--- config.mk ---
export PLATFORM = sky130hd
export DESIGN_NAME = vga_layer_mux
export DESIGN_NICKNAME = d
export VERILOG_FILES = /design/src/rtl/vga_layer_mux.sv
export SDC_FILE = /design/constraint.sdc
export NUM_CORES = 1
export LEC_CHECK = 0
export CAP_MARGIN = 20
export CORE_MARGIN = 8
export CORE_UTILIZATION = 43
export DETAILED_ROUTE_END_ITERATION = 16
export GPL_ROUTABILITY_DRIVEN = 0
export PLACE_DENSITY = 0.74
export SYNTH_ARGS = -nofsm -noshare
export SYNTH_HDL_FRONTEND = slang
export SYNTH_SLANG_ARGS = --single-unit
--- constraint.sdc ---
create_clock -name clk -period 1.23 [get_ports clk]
set_input_delay 0.246 -clock clk [delete_from_list [all_inputs] [get_ports clk]]
set_output_delay 0.246 -clock clk [all_outputs]
set_load 0.01 [all_outputs]
--- src/rtl/vga_layer_mux.sv ---
// vga_layer_mux: two-stage priority compositor with double-buffered config, colour key and blink
module vga_layer_mux #(
  parameter int NUM_LAYERS = 6,
  parameter int COLOR_W = 24,
  parameter logic [COLOR_W-1:0] BG_COLOR = 24'hFFFFFF,
  parameter logic [COLOR_W-1:0] KEY_COLOR = 24'hFF00FF,
  parameter int BLINK_FRAMES = 30
) (
  input  logic                          clk,
  input  logic                          rst,
  input  logic [NUM_LAYERS-1:0]         visible,
  input  logic [NUM_LAYERS*COLOR_W-1:0] rgb_in,
  input  logic                          de_in,
  input  logic                          hsync_in,
  input  logic                          vsync_in,
  input  logic                          cfg_we,
  input  logic [NUM_LAYERS-1:0]         cfg_layer_en,
  input  logic [NUM_LAYERS-1:0]         cfg_key_en,
  input  logic [NUM_LAYERS-1:0]         cfg_blink,
  output logic [COLOR_W-1:0]            rgb_out,
  output logic                          de_out,
  output logic                          hsync_out,
  output logic                          vsync_out
);
  localparam int CW = BLINK_FRAMES > 1 ? $clog2(BLINK_FRAMES) : 1;
  logic                          vs_prev_q, rise, wrap, phase_q, phase_d;
  logic [CW-1:0]                 cnt_q, cnt_d;
  logic [NUM_LAYERS-1:0]         pend_en_q, pend_key_q, pend_blink_q;
  logic [NUM_LAYERS-1:0]         pend_en_d, pend_key_d, pend_blink_d;
  logic [NUM_LAYERS-1:0]         act_en_q, act_key_q, act_blink_q;
  logic [NUM_LAYERS-1:0]         act_en_d, act_key_d, act_blink_d;
  logic [NUM_LAYERS-1:0]         qual_d, qual_q;
  logic [NUM_LAYERS*COLOR_W-1:0] rgb_q;
  logic                          de_q, hs_q, vs_q;
  logic [COLOR_W-1:0]            sel, rgb_d;

  // Config shadowing and frame/blink bookkeeping; active copies only move on a vsync rising edge
  always_comb begin
    rise = vsync_in & ~vs_prev_q;
    wrap = cnt_q == CW'(BLINK_FRAMES - 1);
    pend_en_d = cfg_we ? cfg_layer_en : pend_en_q;
    pend_key_d = cfg_we ? cfg_key_en : pend_key_q;
    pend_blink_d = cfg_we ? cfg_blink : pend_blink_q;
    act_en_d = rise ? pend_en_d : act_en_q;
    act_key_d = rise ? pend_key_d : act_key_q;
    act_blink_d = rise ? pend_blink_d : act_blink_q;
    cnt_d = rise ? (wrap ? '0 : cnt_q + 1'b1) : cnt_q;
    phase_d = phase_q ^ (rise & wrap);
  end

  // Per-layer qualification against the active settings
  always_comb begin
    qual_d = '0;
    for (int i = 0; i < NUM_LAYERS; i++)
      qual_d[i] = visible[i] & act_en_q[i]
                & ~(act_key_q[i] & (rgb_in[i*COLOR_W +: COLOR_W] == KEY_COLOR))
                & ~(act_blink_q[i] & ~phase_q);
  end

  // Lowest-index qualifying layer wins; blanking forces black
  always_comb begin
    sel = BG_COLOR;
    for (int i = NUM_LAYERS - 1; i >= 0; i--)
      sel = qual_q[i] ? rgb_q[i*COLOR_W +: COLOR_W] : sel;
    rgb_d = de_q ? sel : '0;
  end

  // Config, counter and both pipeline stages
  always_ff @(posedge clk) begin
    if (rst) begin
      vs_prev_q <= 1'b0;
      cnt_q <= '0;
      phase_q <= 1'b1;
      pend_en_q <= '1;
      pend_key_q <= '0;
      pend_blink_q <= '0;
      act_en_q <= '1;
      act_key_q <= '0;
      act_blink_q <= '0;
      qual_q <= '0;
      rgb_q <= '0;
      de_q <= 1'b0;
      hs_q <= 1'b0;
      vs_q <= 1'b0;
      rgb_out <= '0;
      de_out <= 1'b0;
      hsync_out <= 1'b0;
      vsync_out <= 1'b0;
    end else begin
      vs_prev_q <= vsync_in;
      cnt_q <= cnt_d;
      phase_q <= phase_d;
      pend_en_q <= pend_en_d;
      pend_key_q <= pend_key_d;
      pend_blink_q <= pend_blink_d;
      act_en_q <= act_en_d;
      act_key_q <= act_key_d;
      act_blink_q <= act_blink_d;
      qual_q <= qual_d;
      rgb_q <= rgb_in;
      de_q <= de_in;
      hs_q <= hsync_in;
      vs_q <= vsync_in;
      rgb_out <= rgb_d;
      de_out <= de_q;
      hsync_out <= hs_q;
      vsync_out <= vs_q;
    end
  end
endmodule

==> flow_summary.json <==
{
  "p_leak_nw": 4.59,
  "max-slew-margin-rel_pct": 52.4,
  "drt.antenna.violating_nets": 0,
  "syn2layout_area_growth_pct": 56.9,
  "fmax_ghz": 0.669,
  "cp-end-kind": "register",
  "power.density_mw_per_mm2": 1400,
  "synth_ff_type": "dfxtp_1",
  "synth-seq-cells": 222,
  "finish.net_count": 1124,
  "yosysTopAreaCell": "dfxtp_1",
  "remaining_drc_errors": 0,
  "dp_hpwl_microns": 16600,
  "setup-violations-final": 30,
  "grt_util_met1_pct": 25.3,
  "worstHoldStart": "rgb_in[136]",
  "synth_area_per_cell_sq_um": 10.9,
  "vias_per_cell": 5.13,
  "start_kind": "register",
  "post-place-ws_ns": -1.12,
  "grt_max_degree": 157,
  "drv_slew": 0,
  "period_needed_ns": 1.50,
  "synth.net_count": 867,
  "ys.warnings.count": 0,
  "die_width_microns": 148,
  "netlist.area_leader.share_pct": 58.9,
  "io-pin-count": 201,
  "maxCapViolCount": 0,
  "tightest_slew_ns": 0.714,
  "timing.rr.start": "de_q",
  "holdWs_ns": 0.0160,
  "synth_most_common_cell": "dfxtp_1",
  "cts_made_buffers": 23,
  "wire_per_inst_microns": 19.5,
  "ir_drop_v": 0.00155,
  "synth_area_sq_mm": 0.00754,
  "num_rows": 48,
  "drtPass1Iterations": 4,
  "grt_pass1_wl_microns": 34000,
  "startpoint": "de_q",
  "dp_cells": 1136,
  "cts_tree": "yes",
  "vias": 6088,
  "hold_viol": 0,
  "finalCritPeriodShare_pct": 122,
  "syn_inst": 691,
  "antenna_found_initial": 1,
  "finalPower_mw": 16.6,
  "gr-total-overflow": 0,
  "hold_class": "in2reg",
  "fin_tns_setup_ns": -6.71,
  "initial_core_util_pct": 43.8,
  "portBuffers": 200,
  "seq_area_frac_synth_pct": 58.9,
  "met3_usage_pct": 4.77,
  "die_area_sq_mm": 0.0220,
  "grt_pass1_vias": 6077,
  "cts_root_buf": "clkbuf_16",
  "finalNonFillerCells": 1187,
  "clkTransAtPathRegs_ns": 0.06,
  "routed_wl_microns": 23100,
  "clock_skew_ns": 0.0111,
  "crit_required_ns": 1.67,
  "crit_fanout": 6,
  "rsz0062_at_grt": "yes",
  "insertion_delay_ns": 0.50,
  "core-area_sq_mm": 0.0172,
  "cts_sinks": 222,
  "status": "complete, but fails checks",
  "synth-edff-count": 0,
  "cts_max_level": 1,
  "drive_gt1_share_pct": 24.1,
  "drt_iter0_drc": 339,
  "async_flop_share_pct": 0,
  "yosys-top-cells-area": "dfxtp_1 59%, nor2b_1 13%, a221o_1 3.1%, o221ai_1 2.7%, mux2i_1 2.4%",
  "synthTopCellsByCount": "222 x dfxtp_1, 157 x nor2b_1, 37 x clkbuf_1",
  "arrival_ns": 1.93,
  "grtUsageMet2_pct": 32.7,
  "fin_ws_ns": -0.266,
  "cts_max_path_buffers": 3,
  "crit_type": "reg2reg",
  "globalRouteTotalUtil_pct": 19.8,
  "die_h_microns": 148,
  "yosysUniqueCellTypes": 39,
  "busiest_layer": "met2",
  "violations": "setup timing"
}
==> worst max-delay path, cell delays in order, from the launching register on <==
cell	delay (ns)
dfxtp_1	0.31
nor2b_4	0.19
or3b_4	0.48
clkbuf_16	0.21
a21oi_2	0.14
a221o_1	0.12
==> registers in the layout (all words and copies together), names as in the netlist <==
signal        count
pend_key_q        6
qual_q            6
cnt_q             5
de_q              1
hsync_out         1
pend_blink_q      6
rgb_q           144
de_out            1
act_blink_q       6
hs_q              1
vsync_out         1
pend_en_q         6
phase_q           1
act_key_q         6
act_en_q          6
vs_q              1
rgb_out          24
==> area by class of cell <==
class / count / area (sq um)
diodes: 2 / 5.00
clock buffers: 34 / 687
clock inverters: 3 / 40.0
fillers: 1268 / 5400
inverters: 2 / 12.5
multi-input cells: 422 / 3610
flip-flops and latches: 222 / 4470
well taps: 225 / 282
repair buffers: 277 / 2730
==> cell usage in the layout (no fill, tap or decap), types with 3 or more instances in the layout <==
cell type        synthesis  routed
dlymetal6s2s_1           0       7
clkdlybuf4s50_1          0     165
a22oi_1                 23      16
o221ai_2                 0       8
a21oi_4                  0      19
buf_12                   0      13
a22oi_2                  0       7
a211oi_1                13      12
a211o_1                  6       6
nand4_1                 19      19
clkbuf_8                 0       7
or4b_4                   0       6
nor4_4                   0       7
nand2b_1                 9       8
dfxtp_1                222     212
nor4_2                   0       3
clkbuf_16                0      26
a2111oi_2                0       3
clkbuf_1                37       4
or4_1                    6       5
o221ai_4                 0      12
o221ai_1                23       3
nor2b_1                157     156
a221o_1                 23      23
nand2_1                 20      20
dfxtp_4                  0       5
dfxtp_2                  0       5
mux2i_1                 18      18
buf_2                    8      27
a21oi_2                 19       3
nor2_1                  36      34
buf_4                    0      56
==> metrics by stage <==
| step | cell area (sq um) | util, % |
|---|---|---|
| global route | 11800 | 68.6 |
| global placement | 10400 | 60.4 |
| finish | 11800 | 68.7 |
| detailed placement | 10400 | 60.4 |
| CTS | 11500 | 66.6 |
| floorplan | 7730 | - |
==> path summary, 6_finish.rpt <==
path	endpoint	slack, ns	depth (start not counted)
max	rgb_out[3]	-0.27	5
max reg2reg	rgb_out[3]	-0.27	5
min	rgb_q[136]	0.02	2
min reg2reg	hsync_out	0.43	1
==> per-layer routing <==
layer	share of wire (%)	routed length, microns	up-vias
met5	0	0	-
met4	2.6	607	0
met3	7.1	1630	43
met2	48	11100	187
met1	42	9710	2883
li1	-	-	2975
==> logic make-up (layout without fill, tap and decap cells) <==
logic type               Yosys count  after routing  share of synthesized area, %
AO/OA/AOI/OAI                    122            122                          13.7
XOR/XNOR                           4              4                         0.465
adder cells (fa/ha/maj)            2              2                         0.332
buffers and inverters             49            316                          2.77
flip-flops                       222            222                          58.9
multiplexers                      18             18                          2.39
other                              0              2                             0
AND/OR/NAND/NOR                  274            276                          21.4
==> power breakdown <==
part	internal, mW	switching [mW]
logic	1.23	0.935
registers	7.59	0.175
clock network	4.03	2.62
total	12.8	3.73
==> what timing repair did <==
item,CTS,global route
hold buffers,1,0
pin swaps,23,14
setup endpoints to repair,58,42
hold endpoints to repair,1,0
buffers inserted,3,1
gates resized for setup,168,49
cloned,3,4
Power figures use the tool's default switching activity.
